### src/rtl/pipe_ctrl_hazard_if.sv
// Control/hazard bundle between the decode side of the core and the hazard unit.
// The core side is the master: it drives the D bundle and PCSrcE and consumes the staged controls.
interface pipe_ctrl_hazard_if #(
  parameter int CNT_W = 16
) ();
  logic             RegWriteD;
  logic             ALUSrcD;
  logic             MemWriteD;
  logic             ResultSrcD;
  logic             BranchD;
  logic [2:0]       ALUControlD;
  logic [4:0]       Rs1D;
  logic [4:0]       Rs2D;
  logic [4:0]       RdD;
  logic             PCSrcE;

  logic             RegWriteE;
  logic             ALUSrcE;
  logic             MemWriteE;
  logic             ResultSrcE;
  logic             BranchE;
  logic [2:0]       ALUControlE;
  logic [4:0]       Rs1E;
  logic [4:0]       Rs2E;
  logic [4:0]       RdE;
  logic             RegWriteM;
  logic             MemWriteM;
  logic             ResultSrcM;
  logic [4:0]       RdM;
  logic             RegWriteW;
  logic             ResultSrcW;
  logic [4:0]       RdW;
  logic             StallF;
  logic             StallD;
  logic             FlushD;
  logic             FlushE;
  logic [1:0]       ForwardAE;
  logic [1:0]       ForwardBE;
  logic [CNT_W-1:0] stall_cnt;
  logic [CNT_W-1:0] flush_cnt;

  modport master (
    output RegWriteD, ALUSrcD, MemWriteD, ResultSrcD, BranchD, ALUControlD,
           Rs1D, Rs2D, RdD, PCSrcE,
    input  RegWriteE, ALUSrcE, MemWriteE, ResultSrcE, BranchE, ALUControlE,
           Rs1E, Rs2E, RdE, RegWriteM, MemWriteM, ResultSrcM, RdM,
           RegWriteW, ResultSrcW, RdW, StallF, StallD, FlushD, FlushE,
           ForwardAE, ForwardBE, stall_cnt, flush_cnt
  );

  modport slave (
    input  RegWriteD, ALUSrcD, MemWriteD, ResultSrcD, BranchD, ALUControlD,
           Rs1D, Rs2D, RdD, PCSrcE,
    output RegWriteE, ALUSrcE, MemWriteE, ResultSrcE, BranchE, ALUControlE,
           Rs1E, Rs2E, RdE, RegWriteM, MemWriteM, ResultSrcM, RdM,
           RegWriteW, ResultSrcW, RdW, StallF, StallD, FlushD, FlushE,
           ForwardAE, ForwardBE, stall_cnt, flush_cnt
  );
endinterface

### src/rtl/pipe_ctrl_hazard_unit.sv
// Stages the decoded control bundle through E/M/W, resolves load-use and branch hazards,
// selects EX forwarding sources and counts stall/flush events (saturating).
module pipe_ctrl_hazard_unit #(
  parameter int CNT_W = 16
) (
  input  logic               clk,
  input  logic               rst,
  pipe_ctrl_hazard_if.slave  bus
);
  typedef struct packed {
    logic       reg_write;
    logic       alu_src;
    logic       mem_write;
    logic       result_src;
    logic       branch;
    logic [2:0] alu_control;
    logic [4:0] rs1;
    logic [4:0] rs2;
    logic [4:0] rd;
  } e_ctrl_t;

  typedef struct packed {
    logic       reg_write;
    logic       mem_write;
    logic       result_src;
    logic [4:0] rd;
  } m_ctrl_t;

  typedef struct packed {
    logic       reg_write;
    logic       result_src;
    logic [4:0] rd;
  } w_ctrl_t;

  e_ctrl_t          e_q, e_d;
  m_ctrl_t          m_q, m_d;
  w_ctrl_t          w_q, w_d;
  logic [CNT_W-1:0] stall_cnt_q, stall_cnt_d;
  logic [CNT_W-1:0] flush_cnt_q, flush_cnt_d;
  logic             lw_stall;
  logic             stall;
  logic             flush_e;

  // Operand source for one EX register index; the younger M result wins over W, x0 never forwards.
  function automatic logic [1:0] fwd_sel(input logic [4:0] rs, input m_ctrl_t m, input w_ctrl_t w);
    logic [1:0] sel;
    sel = 2'b00;
    if (m.reg_write && (m.rd != 5'd0) && (m.rd == rs)) begin
      sel = 2'b10;
    end else if (w.reg_write && (w.rd != 5'd0) && (w.rd == rs)) begin
      sel = 2'b01;
    end
    return sel;
  endfunction

  always_comb begin
    lw_stall = e_q.result_src && (e_q.rd != 5'd0) &&
               ((e_q.rd == bus.Rs1D) || (e_q.rd == bus.Rs2D));
    // A taken branch means D is on the wrong path, so it is flushed rather than held.
    stall    = lw_stall && !bus.PCSrcE;
    flush_e  = lw_stall || bus.PCSrcE;
  end

  always_comb begin
    e_d = '0;
    if (!flush_e) begin
      e_d.reg_write   = bus.RegWriteD;
      e_d.alu_src     = bus.ALUSrcD;
      e_d.mem_write   = bus.MemWriteD;
      e_d.result_src  = bus.ResultSrcD;
      e_d.branch      = bus.BranchD;
      e_d.alu_control = bus.ALUControlD;
      e_d.rs1         = bus.Rs1D;
      e_d.rs2         = bus.Rs2D;
      e_d.rd          = bus.RdD;
    end

    m_d.reg_write  = e_q.reg_write;
    m_d.mem_write  = e_q.mem_write;
    m_d.result_src = e_q.result_src;
    m_d.rd         = e_q.rd;

    w_d.reg_write  = m_q.reg_write;
    w_d.result_src = m_q.result_src;
    w_d.rd         = m_q.rd;

    stall_cnt_d = stall_cnt_q;
    if (stall && (stall_cnt_q != {CNT_W{1'b1}})) begin
      stall_cnt_d = stall_cnt_q + 1'b1;
    end
    flush_cnt_d = flush_cnt_q;
    if (bus.PCSrcE && (flush_cnt_q != {CNT_W{1'b1}})) begin
      flush_cnt_d = flush_cnt_q + 1'b1;
    end
  end

  always_ff @(posedge clk or negedge rst) begin
    if (!rst) begin
      e_q         <= '0;
      m_q         <= '0;
      w_q         <= '0;
      stall_cnt_q <= '0;
      flush_cnt_q <= '0;
    end else begin
      e_q         <= e_d;
      m_q         <= m_d;
      w_q         <= w_d;
      stall_cnt_q <= stall_cnt_d;
      flush_cnt_q <= flush_cnt_d;
    end
  end

  assign bus.RegWriteE   = e_q.reg_write;
  assign bus.ALUSrcE     = e_q.alu_src;
  assign bus.MemWriteE   = e_q.mem_write;
  assign bus.ResultSrcE  = e_q.result_src;
  assign bus.BranchE     = e_q.branch;
  assign bus.ALUControlE = e_q.alu_control;
  assign bus.Rs1E        = e_q.rs1;
  assign bus.Rs2E        = e_q.rs2;
  assign bus.RdE         = e_q.rd;
  assign bus.RegWriteM   = m_q.reg_write;
  assign bus.MemWriteM   = m_q.mem_write;
  assign bus.ResultSrcM  = m_q.result_src;
  assign bus.RdM         = m_q.rd;
  assign bus.RegWriteW   = w_q.reg_write;
  assign bus.ResultSrcW  = w_q.result_src;
  assign bus.RdW         = w_q.rd;
  assign bus.StallF      = stall;
  assign bus.StallD      = stall;
  assign bus.FlushD      = bus.PCSrcE;
  assign bus.FlushE      = flush_e;
  assign bus.ForwardAE   = fwd_sel(e_q.rs1, m_q, w_q);
  assign bus.ForwardBE   = fwd_sel(e_q.rs2, m_q, w_q);
  assign bus.stall_cnt   = stall_cnt_q;
  assign bus.flush_cnt   = flush_cnt_q;
endmodule

### src/flat_wrapper.sv
// flat-port wrapper written by rule: the top's interface ports become plain ports
module pipe_ctrl_hazard_unit_flat 
#(
  parameter int CNT_W = 16
)
  (clk, rst, bus_RegWriteD, bus_ALUSrcD, bus_MemWriteD, bus_ResultSrcD, bus_BranchD, bus_ALUControlD, bus_Rs1D, bus_Rs2D, bus_RdD, bus_PCSrcE, bus_RegWriteE, bus_ALUSrcE, bus_MemWriteE, bus_ResultSrcE, bus_BranchE, bus_ALUControlE, bus_Rs1E, bus_Rs2E, bus_RdE, bus_RegWriteM, bus_MemWriteM, bus_ResultSrcM, bus_RdM, bus_RegWriteW, bus_ResultSrcW, bus_RdW, bus_StallF, bus_StallD, bus_FlushD, bus_FlushE, bus_ForwardAE, bus_ForwardBE, bus_stall_cnt, bus_flush_cnt);
  pipe_ctrl_hazard_if #(.CNT_W(CNT_W)) bus_i ();
  input  logic clk;
  input  logic rst;
  input wire logic [$bits(bus_i.RegWriteD)-1:0] bus_RegWriteD;
  input wire logic [$bits(bus_i.ALUSrcD)-1:0] bus_ALUSrcD;
  input wire logic [$bits(bus_i.MemWriteD)-1:0] bus_MemWriteD;
  input wire logic [$bits(bus_i.ResultSrcD)-1:0] bus_ResultSrcD;
  input wire logic [$bits(bus_i.BranchD)-1:0] bus_BranchD;
  input wire logic [$bits(bus_i.ALUControlD)-1:0] bus_ALUControlD;
  input wire logic [$bits(bus_i.Rs1D)-1:0] bus_Rs1D;
  input wire logic [$bits(bus_i.Rs2D)-1:0] bus_Rs2D;
  input wire logic [$bits(bus_i.RdD)-1:0] bus_RdD;
  input wire logic [$bits(bus_i.PCSrcE)-1:0] bus_PCSrcE;
  output wire logic [$bits(bus_i.RegWriteE)-1:0] bus_RegWriteE;
  output wire logic [$bits(bus_i.ALUSrcE)-1:0] bus_ALUSrcE;
  output wire logic [$bits(bus_i.MemWriteE)-1:0] bus_MemWriteE;
  output wire logic [$bits(bus_i.ResultSrcE)-1:0] bus_ResultSrcE;
  output wire logic [$bits(bus_i.BranchE)-1:0] bus_BranchE;
  output wire logic [$bits(bus_i.ALUControlE)-1:0] bus_ALUControlE;
  output wire logic [$bits(bus_i.Rs1E)-1:0] bus_Rs1E;
  output wire logic [$bits(bus_i.Rs2E)-1:0] bus_Rs2E;
  output wire logic [$bits(bus_i.RdE)-1:0] bus_RdE;
  output wire logic [$bits(bus_i.RegWriteM)-1:0] bus_RegWriteM;
  output wire logic [$bits(bus_i.MemWriteM)-1:0] bus_MemWriteM;
  output wire logic [$bits(bus_i.ResultSrcM)-1:0] bus_ResultSrcM;
  output wire logic [$bits(bus_i.RdM)-1:0] bus_RdM;
  output wire logic [$bits(bus_i.RegWriteW)-1:0] bus_RegWriteW;
  output wire logic [$bits(bus_i.ResultSrcW)-1:0] bus_ResultSrcW;
  output wire logic [$bits(bus_i.RdW)-1:0] bus_RdW;
  output wire logic [$bits(bus_i.StallF)-1:0] bus_StallF;
  output wire logic [$bits(bus_i.StallD)-1:0] bus_StallD;
  output wire logic [$bits(bus_i.FlushD)-1:0] bus_FlushD;
  output wire logic [$bits(bus_i.FlushE)-1:0] bus_FlushE;
  output wire logic [$bits(bus_i.ForwardAE)-1:0] bus_ForwardAE;
  output wire logic [$bits(bus_i.ForwardBE)-1:0] bus_ForwardBE;
  output wire logic [$bits(bus_i.stall_cnt)-1:0] bus_stall_cnt;
  output wire logic [$bits(bus_i.flush_cnt)-1:0] bus_flush_cnt;
  assign bus_i.RegWriteD = bus_RegWriteD;
  assign bus_i.ALUSrcD = bus_ALUSrcD;
  assign bus_i.MemWriteD = bus_MemWriteD;
  assign bus_i.ResultSrcD = bus_ResultSrcD;
  assign bus_i.BranchD = bus_BranchD;
  assign bus_i.ALUControlD = bus_ALUControlD;
  assign bus_i.Rs1D = bus_Rs1D;
  assign bus_i.Rs2D = bus_Rs2D;
  assign bus_i.RdD = bus_RdD;
  assign bus_i.PCSrcE = bus_PCSrcE;
  assign bus_RegWriteE = bus_i.RegWriteE;
  assign bus_ALUSrcE = bus_i.ALUSrcE;
  assign bus_MemWriteE = bus_i.MemWriteE;
  assign bus_ResultSrcE = bus_i.ResultSrcE;
  assign bus_BranchE = bus_i.BranchE;
  assign bus_ALUControlE = bus_i.ALUControlE;
  assign bus_Rs1E = bus_i.Rs1E;
  assign bus_Rs2E = bus_i.Rs2E;
  assign bus_RdE = bus_i.RdE;
  assign bus_RegWriteM = bus_i.RegWriteM;
  assign bus_MemWriteM = bus_i.MemWriteM;
  assign bus_ResultSrcM = bus_i.ResultSrcM;
  assign bus_RdM = bus_i.RdM;
  assign bus_RegWriteW = bus_i.RegWriteW;
  assign bus_ResultSrcW = bus_i.ResultSrcW;
  assign bus_RdW = bus_i.RdW;
  assign bus_StallF = bus_i.StallF;
  assign bus_StallD = bus_i.StallD;
  assign bus_FlushD = bus_i.FlushD;
  assign bus_FlushE = bus_i.FlushE;
  assign bus_ForwardAE = bus_i.ForwardAE;
  assign bus_ForwardBE = bus_i.ForwardBE;
  assign bus_stall_cnt = bus_i.stall_cnt;
  assign bus_flush_cnt = bus_i.flush_cnt;
  pipe_ctrl_hazard_unit #(.CNT_W(CNT_W)) u_core (.clk(clk), .rst(rst), .bus(bus_i));
endmodule
### config.mk
export PLATFORM = sky130hd
export DESIGN_NAME = pipe_ctrl_hazard_unit_flat
export DESIGN_NICKNAME = d
export VERILOG_FILES = /design/src/rtl/pipe_ctrl_hazard_if.sv /design/src/rtl/pipe_ctrl_hazard_unit.sv /design/src/flat_wrapper.sv
export SDC_FILE = /design/constraint.sdc
export NUM_CORES = 1
export LEC_CHECK = 0
export CAP_MARGIN = 10
export CELL_PAD_IN_SITES_DETAIL_PLACEMENT = 1
export CELL_PAD_IN_SITES_GLOBAL_PLACEMENT = 1
export CORE_ASPECT_RATIO = 2
export CORE_MARGIN = 2
export CORE_UTILIZATION = 38
export DETAILED_ROUTE_END_ITERATION = 10
export DONT_BUFFER_PORTS = 1
export PLACE_DENSITY_LB_ADDON = 0.05
export SYNTH_ARGS = -nofsm -noshare
export SYNTH_HDL_FRONTEND = slang
export SYNTH_SLANG_ARGS = --single-unit
### constraint.sdc
create_clock -name clk -period 2.4 [get_ports clk]
set_clock_uncertainty 0.1 [all_clocks]
set_input_delay 0.48 -clock clk [delete_from_list [all_inputs] [get_ports clk]]
set_output_delay 0.48 -clock clk [all_outputs]
set_load 0.01 [all_outputs]
Word level (Yosys, flattened, before mapping) --
Index checks and enable logic that the tools add are counted.
Word-level totals: input port bits 26, output and inout port bits 78, logic and storage cells 50, register bits 70
Cells by class: reduce and logical (&&, ||, !) cells 17, eq/ne operators 8, add/sub/neg operators 2, mux-type cells 5
Operators with widths (number):
- $add 16x1->16 const B | 2
- $ne 16x16->1 const B | 2
- $eq 5x5->1 | 6
- $mux 23 | 1
- $reduce_bool 5->1 | 3
- $logic_and 1x1->1 | 11
- $mux 2 | 2
- $logic_or 1x1->1 | 2
- $mux 1 | 2
- $logic_not 1->1 | 1

Depth between registers and ports, before layout --
Gate-level depths: netlist (run 1).
depth in word-level cells 5, depth in mapped cells 6

Worst setup path before layout (run 1) --
Ideal clock, no wire load.
path kind register -> output, start point register u_core.e_q (netlist bit u_core.bus.RdE[2]), end point output port bus_StallF, required time 1.820 ns, setup slack -0.102 ns, buffers on the path 2, arrival 1.922 ns, cell stages (with the launch flop) 7, path through dfrtp_1 -> xnor2_1 -> nand3_1 -> o22ai_2 -> buf_4 -> nor3b_1 -> buf_4
On the way: longest elaborated chain between the ends 4, elaborated cells on any way between the ends 7
Ends and longest elaborated chain:
- from (decl) | line pipe_ctrl_hazard_unit.sv:35 | e_ctrl_t e_q, e_d;
- from (signal assigned) | line pipe_ctrl_hazard_unit.sv:99 | e_q <= '0;
- from (signal assigned) | line pipe_ctrl_hazard_unit.sv:105 | e_q <= e_d;
- $eq 5x5->1 or $reduce_bool 5->1 (tied branches) | line pipe_ctrl_hazard_unit.sv:58, pipe_ctrl_hazard_unit.sv:57
- $logic_or 1x1->1 or $logic_and 1x1->1 (tied branches) | line pipe_ctrl_hazard_unit.sv:58, pipe_ctrl_hazard_unit.sv:57
- $logic_and 1x1->1 * | line pipe_ctrl_hazard_unit.sv:57 | lw_stall = e_q.result_src && (e_q.rd != 5'd0) &&
- $logic_and 1x1->1 * | line pipe_ctrl_hazard_unit.sv:60 | stall = lw_stall && !bus.PCSrcE;
- to (decl) | line flat_wrapper.sv:36 | output wire logic [$bits(bus_i.StallF)-1:0] bus_StallF;
Mark *: on every way between the ends. The rest lies on a longest branch, timed or not.

Worst setup path in the final report (run 1) --
start point register u_core.w_q (netlist bit u_core.bus.RdW[4]), end point output port bus_ForwardBE[0]
On the way: longest elaborated chain between the ends 5, elaborated cells on any way between the ends 6
Ends and longest elaborated chain:
- from (decl) | line pipe_ctrl_hazard_unit.sv:37 | w_ctrl_t w_q, w_d;
- from (signal assigned) | line pipe_ctrl_hazard_unit.sv:107 | w_q <= w_d;
- $reduce_bool 5->1 | line pipe_ctrl_hazard_unit.sv:50 | end else if (w.reg_write && (w.rd != 5'd0) && (w.rd == rs)) begin
- $logic_and 1x1->1 | line pipe_ctrl_hazard_unit.sv:50
- $logic_and 1x1->1 * | line pipe_ctrl_hazard_unit.sv:50
- $mux 1 * | line pipe_ctrl_hazard_unit.sv:50
- $mux 2 * | line pipe_ctrl_hazard_unit.sv:48 | if (m.reg_write && (m.rd != 5'd0) && (m.rd == rs)) begin
- to (decl) | line flat_wrapper.sv:41 | output wire logic [$bits(bus_i.ForwardBE)-1:0] bus_ForwardBE;
Marked as above.

==> key figures, run 1 <==
Outcome
  • Status: finished, violations left
  • Failing checks: negative setup slack

Final layout
  • Filler instances: about 900
  • Most common cell after layout, fill and taps aside: dfrtp_1
  • Multi-input logic area: approximately 1400 µm²
  • Fin nets: approximately 320
  • FF/Latch Area: approximately 1800 µm²
  • Final std cell area, no fill: 3860 µm²
  • Area grow syn2layout: 21.3%
  • Most frequent cells in the layout: 61 x dfrtp_1, 33 x xnor2_1, 18 x xor2_1, 18 x buf_4, 15 x nand3_1
  • Finished Core Util: 0.472
  • Layout cells sized above 1: 0.281

Synthesis
  • Sequential share of the synthesized area: 0.551
  • YS warnings: 0
  • Flops & latches, synth: 70
  • Mapped cell area: roughly 3200 µm²
  • Syn nets: about 290
  • Mapped Cells: between 200 and 300
  • Mean Syn Cell Area: ~12 µm²
  • Main synth FF type: dfrtp_1
  • Synth cell types: a little over 40
  • EDFF count, synth: 0
  • Async SR Flop Fraction: 1.00

GRT
  • GRT Residual Overflow: 0
  • First-pass GRT wire length: 12500 µm
  • GRT Overall Usage: 0.190
  • Largest net degree at the start of global routing: between 70 and 80
  • Vias in the first global route: ~2400
  • Initial antenna violation count: 2

Clocking
  • Clock tree buffer depth: 2
  • CTS tree: done
  • Clock Sinks: 70
  • H-tree Lvls: 3
  • Root Buffer: clkbuf_16
  • Total CTS buffers: 9
  • Clk_lat worst skew: 0.33 ns
  • Reg clk slew, reported paths: around 0.060 ns

Timing
  • Hold Vio Cnt, Final: 0
  • Max Freq: a little under 400 MHz
  • Period utilization: 1.05
  • Endpoints failing setup: 4
  • Min cycle time layout: about 2.5 ns
  • Final setup margin: -0.118 ns
  • Pins Over Slew Limit: 0
  • RSZ-0062 raised after global routing: true
  • Slew headroom: 0.728
  • Slew @ Worst Pin: around 0.4 ns

Critical path
  • Crit-path max FO: 4
  • Critical path arrival: between 1.5 and 2 ns
  • CP Launch Type: flip-flop
  • Crit Path Category: flip-flop to output pin
  • Crit end category: output pin
  • Crit path required time: 1.82 ns

Detailed routing
  • 1st-iter DRT viols: roughly 100
  • Remaining antenna violation count: 0
  • Drt first pass iters: 4
  • Detailed-route via count: around 2100
  • DRC Markers: 0
  • Routed wire length: 8060 µm
  • WL/cell: 20.4 µm
  • Routed vias/inst: ~5.4

Power and ir drop
  • Sequential share of power: 0.454
  • Combinational share of power: 0.097
  • Int Power: 2360 µW
  • Switching Share: 0.271
  • P per Cell Area: roughly 840 nW/µm²
  • Leakage power: 0.00169 µW
  • IR drop worst, VDD: approximately 410 µV
  • Total power: between 3000 and 4000 µW
  • Clk pwr share: 0.450
  • Sw Pwr: approximately 880 µW

Floorplan
  • Die ar.: approximately 9200 µm²
  • Initial Util: 0.389
  • Die X: approximately 70 µm
  • Std-Cell Rows: 47
  • Core area: between 8000 and 9000 µm²
  • Io pins: 104
  • Die H: about 130 µm

Placed design
  • Placed cell area: roughly 3400 µm²
  • I/O Buffers: 0
  • Detailed placer's ending HPWL: 5930 µm
  • Routability cong.: 0.681

Flow run
  • Maxcap violations: 0

Worst hold path
  • Worst Hold Class: input pin to flip-flop
## layout make-up
class | count | area share
Clock inverter | 7 | 0.0272
Tap cell | 98 | 0.0318
Sequential cell | 70 | 0.457
Timing Repair Buffer | 20 | 0.0447
Inverter | 6 | 0.00584
Antenna cell | 2 | 0.00130
Clock buffer | 9 | 0.0584
Multi-Input combinational cell | 183 | 0.374
## Yosys cell counts, types with 5 or more instances
| cell | instances | area share |
|---|---|---|
| dfrtp_1 | 70 | 0.55 |
| xnor2_1 | 35 | 0.096 |
| xor2_1 | 18 | 0.050 |
| nand3_1 | 16 | 0.025 |
| nand2_1 | 14 | 0.017 |
| and2_2 | 13 | 0.031 |
| nand4_1 | 11 | 0.022 |
| and2_1 | 10 | 0.020 |
| inv_1 | 6 | 0.0071 |
| nor2_1 | 6 | 0.0071 |
| nor4_1 | 6 | 0.012 |
| and3_1 | 5 | 0.0098 |
| or4_1 | 5 | 0.012 |
## kinds of logic (layout without fill, tap and decap cells)
group | count (synthesis) | in the layout | share of synthesized area
buffers and inverters | 12 | 42 | 0.0228
muxes | 6 | 6 | 0.0208
AOI/OAI and AO/OA | 15 | 15 | 0.0417
adders and majority gates | 2 | 2 | 0.00787
xor gates and xnor gates | 53 | 53 | 0.146
and+or+nand+nor | 107 | 107 | 0.210
DFF | 70 | 70 | 0.551
other | 0 | 2 | 0
## stage by stage
stage	setup TNS [ns]	hold slack [ns]	instances	worst slack [ns]
3_5_place_dp	0	0.0859	373	0.136
3_3_place_gp	0	0.0859	373	0.187
4_1_cts	-0.332	0.160	392	-0.146
2_1_floorplan	0	0.0844	265	0.0517
6_report	-0.267	0.175	395	-0.118
5_1_grt	-0.771	0.157	395	-0.196
## metal layers
metal | track usage | part of all wire
met5 | 0 | 0
met4 | 0.0654 | 0.020
met3 | 0.0777 | 0.085
met2 | 0.352 | 0.59
met1 | 0.177 | 0.31
## critical path, stage by stage, from the launching register on
cell and delay [ns]:
dfrtp_2 0.45, xor2_1 0.17, or4_4 0.56, nor4_4 0.28, buf_4 0.16
## power by group through the flow
stage | clock network, µW | registers (µW) | logic [µW]
2_1_floorplan | 0 | 1460 | 202
3_3_place_gp | 0 | 1490 | 259
3_5_place_dp | 0 | 1490 | 264
4_1_cts | 1500 | 1470 | 306
5_1_grt | 1560 | 1490 | 358
6_report | 1460 | 1470 | 313
## what timing repair did
item	4_1_cts	5_1_grt
hold buffers	2	0
endpoints found under the hold margin	70	0
setup buffers	1	1
setup endpoints to repair	5	6
gates resized for setup	12	13
pin swaps	4	6
cloned	0	0
## sequential cells by signal (all words and copies together) (netlist names)
signal / count
u_core.bus.RdM: 5
u_core.bus.RdE: 5
u_core.bus.ResultSrcE: 1
u_core.bus.stall_cnt: 16
u_core.bus.flush_cnt: 16
u_core.bus.RdW: 5
u_core.bus.RegWriteE: 1
u_core.bus.MemWriteE: 1
u_core.bus.Rs1E: 5
u_core.bus.ResultSrcM: 1
u_core.bus.MemWriteM: 1
u_core.bus.ALUSrcE: 1
u_core.bus.ALUControlE: 3
u_core.bus.BranchE: 1
u_core.bus.RegWriteW: 1
u_core.bus.ResultSrcW: 1
u_core.bus.Rs2E: 5
u_core.bus.RegWriteM: 1
## final timing paths
check                                      start                         to  slack (ns)  cells past startpoint
max                            u_core.bus.RdW[4]           bus_ForwardBE[0]       -0.12                      4
min                                  bus_Rs2D[1]         u_core.bus.Rs2E[1]        0.17                      1
max reg2reg                    u_core.bus.RdE[4]    u_core.bus.stall_cnt[1]        0.30                      6
min reg2reg                u_core.bus.ResultSrcM      u_core.bus.ResultSrcW        0.35                      0
max in group asynchronous                    rst          u_core.bus.RdE[4]        1.29                      2
min in group asynchronous                    rst  u_core.bus.ALUControlE[0]        0.59                      2
No activity file was read; power rests on OpenSTA's default activity.
==> inputs of run 2 (changes only) <==
--- a/config.mk
+++ b/config.mk
@@ -5,7 +5,7 @@
 export SDC_FILE = /design/constraint.sdc
 export NUM_CORES = 1
 export LEC_CHECK = 0
-export CAP_MARGIN = 10
+export CAP_MARGIN = 25
 export CELL_PAD_IN_SITES_DETAIL_PLACEMENT = 1
 export CELL_PAD_IN_SITES_GLOBAL_PLACEMENT = 1
 export CORE_ASPECT_RATIO = 2
@@ -13,7 +13,7 @@
 export CORE_UTILIZATION = 38
 export DETAILED_ROUTE_END_ITERATION = 10
 export DONT_BUFFER_PORTS = 1
-export PLACE_DENSITY_LB_ADDON = 0.05
+export PLACE_DENSITY_LB_ADDON = 0.1
 export SYNTH_ARGS = -nofsm -noshare
 export SYNTH_HDL_FRONTEND = slang
 export SYNTH_SLANG_ARGS = --single-unit
==> run 2 against run 1 <==
Effect of this change:
- the flow still finishes with violations (negative setup slack)
- sequential share of layout area fell by 0.28 points
- combinational power increased by 4%
- maximum frequency shrank 1.1%
- wire length up 2.8%
- critical path depth unchanged
- design area rose by 0.55%
- global-route usage is 0.081 points lower
- critical path type unchanged
==> key figures, run 2 (synthesized netlist as in run 1, its figures left out) <==
Final layout
  • Non-Filler Instances: 398 (was 395)
  • Area grow syn2layout: 22.0% (was 21.3%)
  • Finished Core Util: 0.475 (was 0.472)
  • Most frequent cells in the layout: 62 x dfrtp_1, 34 x xnor2_1, 20 x buf_4 (was 61 x dfrtp_1, 33 x xnor2_1, 18 x xor2_1, 18 x buf_4, 15 x nand3_1)
  • Most common cell after layout, fill and taps aside: dfrtp_1 (unchanged)
  • Filler instances: 863 (was 875)
  • Layout cells sized above 1: 0.283 (was 0.281)
  • Fin nets: 320 (was 318)

Power and ir drop
  • Total power: 3230 µW (was 3240 µW)
  • Int Power: 2350 µW (was 2360 µW)
  • IR drop worst, VDD: 463 µV (was 413 µV)
  • Combinational share of power: 0.100 (was 0.097)
  • Clk pwr share: 0.446 (was 0.450)
  • Leakage power: 0.00169 µW (about the same)
  • Switching Share: 0.272 (was 0.271)
  • Sequential share of power: 0.454 (about the same)
  • Sw Pwr: 881 µW (was 879 µW)
  • P per Cell Area: 834 nW/µm² (was 840 nW/µm²)

Critical path
  • Crit end category: output pin (unchanged)
  • Critical path arrival: 1.97 ns (was 1.94 ns)
  • Origin of the critical flop-to-flop path: u_core.bus.RdE[0] (was u_core.bus.RdE[4])
  • Crit path required time: 1.82 ns (about the same)
  • Crit Path Category: flip-flop to output pin (unchanged)
  • CP Launch Type: flip-flop (unchanged)
  • Slowest CP cell: or4_4 (unchanged)
  • Reg2reg setup slack: 0.23 ns (was 0.30 ns)
  • R2R depth: 7 (was 6)
  • Worst reg2reg endpoint: u_core.bus.stall_cnt[1] (unchanged)
  • Crit-path max cell delay: 0.57 ns (was 0.56 ns)
  • Top delay family on crit path: simple AND/OR/NAND/NOR gates (unchanged)
  • Crit-path max FO: 3 (was 4)
  • Buffers and inverters on the worst path: 1 (unchanged)
  • CP cell instances: xor2_1 -> or4_4 -> nor4_4 -> buf_4 (unchanged)

Timing
  • Period utilization: 1.06 (was 1.05)
  • Endpoints failing setup: 2 (was 4)
  • Slew @ Worst Pin: 0.440 ns (was 0.404 ns)
  • RSZ-0062 raised after global routing: true (unchanged)
  • Max Freq: 393 MHz (was 397 MHz)
  • Min cycle time layout: 2.55 ns (was 2.52 ns)
  • Slew headroom: 0.705 (was 0.728)
  • Hold Vio Cnt, Final: 0 (unchanged)
  • Final setup margin: -0.146 ns (was -0.118 ns)
  • Pins Over Slew Limit: 0 (unchanged)

Clocking
  • H-tree Lvls: 3 (unchanged)
  • Clock tree buffer depth: 2 (unchanged)
  • Root Buffer: clkbuf_16 (unchanged)
  • Total CTS buffers: 9 (unchanged)
  • Clock Sinks: 70 (unchanged)
  • Reg clk slew, reported paths: 0.06 ns (about the same)
  • Clk_lat worst skew: 0.33 ns (about the same)
  • CTS tree: done (unchanged)

Outcome
  • Failing checks: negative setup slack (unchanged)
  • Status: finished, violations left (unchanged)

GRT
  • GRT Residual Overflow: 0 (unchanged)
  • Largest net degree at the start of global routing: 71 (unchanged)
  • Vias in the first global route: 2364 (was 2382)
  • Initial antenna violation count: 3 (was 2)
  • First-pass GRT wire length: 12400 µm (was 12500 µm)
  • GRT Overall Usage: 0.190 (about the same)

Floorplan
  • Core area: 8170 µm² (unchanged)
  • Initial Util: 0.389 (unchanged)
  • Die X: 68.7 µm (unchanged)
  • Die H: 133 µm (unchanged)
  • Std-Cell Rows: 47 (unchanged)
  • Die ar.: 9160 µm² (unchanged)
  • Io pins: 104 (unchanged)

Detailed routing
  • WL/cell: 20.8 µm (was 20.4 µm)
  • Drt first pass iters: 4 (unchanged)
  • Routed vias/inst: 5.37 (about the same)
  • Routed wire length: 8280 µm (was 8060 µm)
  • Remaining antenna violation count: 0 (unchanged)
  • 1st-iter DRT viols: 67 (was 101)
  • Detailed-route via count: 2139 (was 2122)
  • DRC Markers: 0 (unchanged)

Placed design
  • Routability cong.: 0.704 (was 0.681)
  • Detailed placer's ending HPWL: 6050 µm (was 5930 µm)
  • I/O Buffers: 0 (unchanged)
  • Inst Count DP: 374 (was 373)

Worst hold path
  • Worst Hold Class: input pin to flip-flop (unchanged)
  • End of the worst hold path: u_core.bus.Rs1E[0] (was u_core.bus.Rs2E[1])
  • Min-Delay Path Depth: 1 (unchanged)
  • Hold wc startpoint: bus_Rs1D[0] (was bus_Rs2D[1])

Flow run
  • Maxcap violations: 0 (unchanged)
==> run 2: what timing repair did <==
item | 4_1_cts | 5_1_grt
endpoints found under the hold margin | 70 | 0
hold buffers | 2 | 0
pin swaps | 2 | 9
setup buffers | 2 | 1
endpoints found under the setup margin | 6 | 7
resized for setup | 9 | 17
==> run 2: layout make-up <==
| type | count | area, µm² | share of cell area |
|---|---|---|---|
| antenna | 3 | 7.51 | 0.00193 |
| clock buffer | 9 | 225 | 0.0580 |
| clock inverter | 7 | 97.6 | 0.0252 |
| inverter | 6 | 22.5 | 0.00580 |
| multi-input combinational | 183 | 1460 | 0.375 |
| sequential | 70 | 1760 | 0.454 |
| tap | 98 | 123 | 0.0316 |
| timing repair buffer | 22 | 188 | 0.0484 |
==> run 2: routing by layer <==
layer	wire, µm	vias to the layer above	GRT usage	part of all wire
met2	4910	73	0.351	0.59
met4	164	0	0.0773	0.020
met1	2540	1077	0.173	0.31
met3	667	11	0.0709	0.081
li1	-	978	-	-
met5	0	-	0	0
==> run 2: worst max-delay path by stage <==
stage               cells after the start          startpoint          endpoint
finish                                  4  u_core.bus.Rs2E[4]  bus_ForwardBE[0]
global placement                        5   u_core.bus.RdM[0]  bus_ForwardBE[0]
detailed placement                      5   u_core.bus.RdM[0]  bus_ForwardAE[0]
global route                            4  u_core.bus.Rs2E[4]  bus_ForwardBE[0]
floorplan                               6   u_core.bus.RdE[2]        bus_StallF
CTS                                     5   u_core.bus.RdM[0]  bus_ForwardBE[0]
==> run 2: power groups by stage <==
stage               clock, µW  combinational [µW]  sequential [µW]
finish                   1440                 324             1470
detailed placement          0                 267             1490
global placement            0                 261             1490
global route             1520                 364             1490
CTS                      1480                 310             1470
floorplan                   0                 202             1460
==> run 2: metrics by stage <==
stage / setup slack, ns / cell area [µm²] / setup TNS (ns) / hold WS [ns]
4_1_cts: -0.143 / 3780 / -0.294 / 0.164
6_report: -0.146 / 3880 / -0.271 / 0.176
2_1_floorplan: 0.0517 / 3190 / 0 / 0.0844
5_1_grt: -0.217 / 3880 / -0.485 / 0.163
3_3_place_gp: 0.170 / 3390 / 0 / 0.0859
3_5_place_dp: 0.0936 / 3390 / 0 / 0.0858
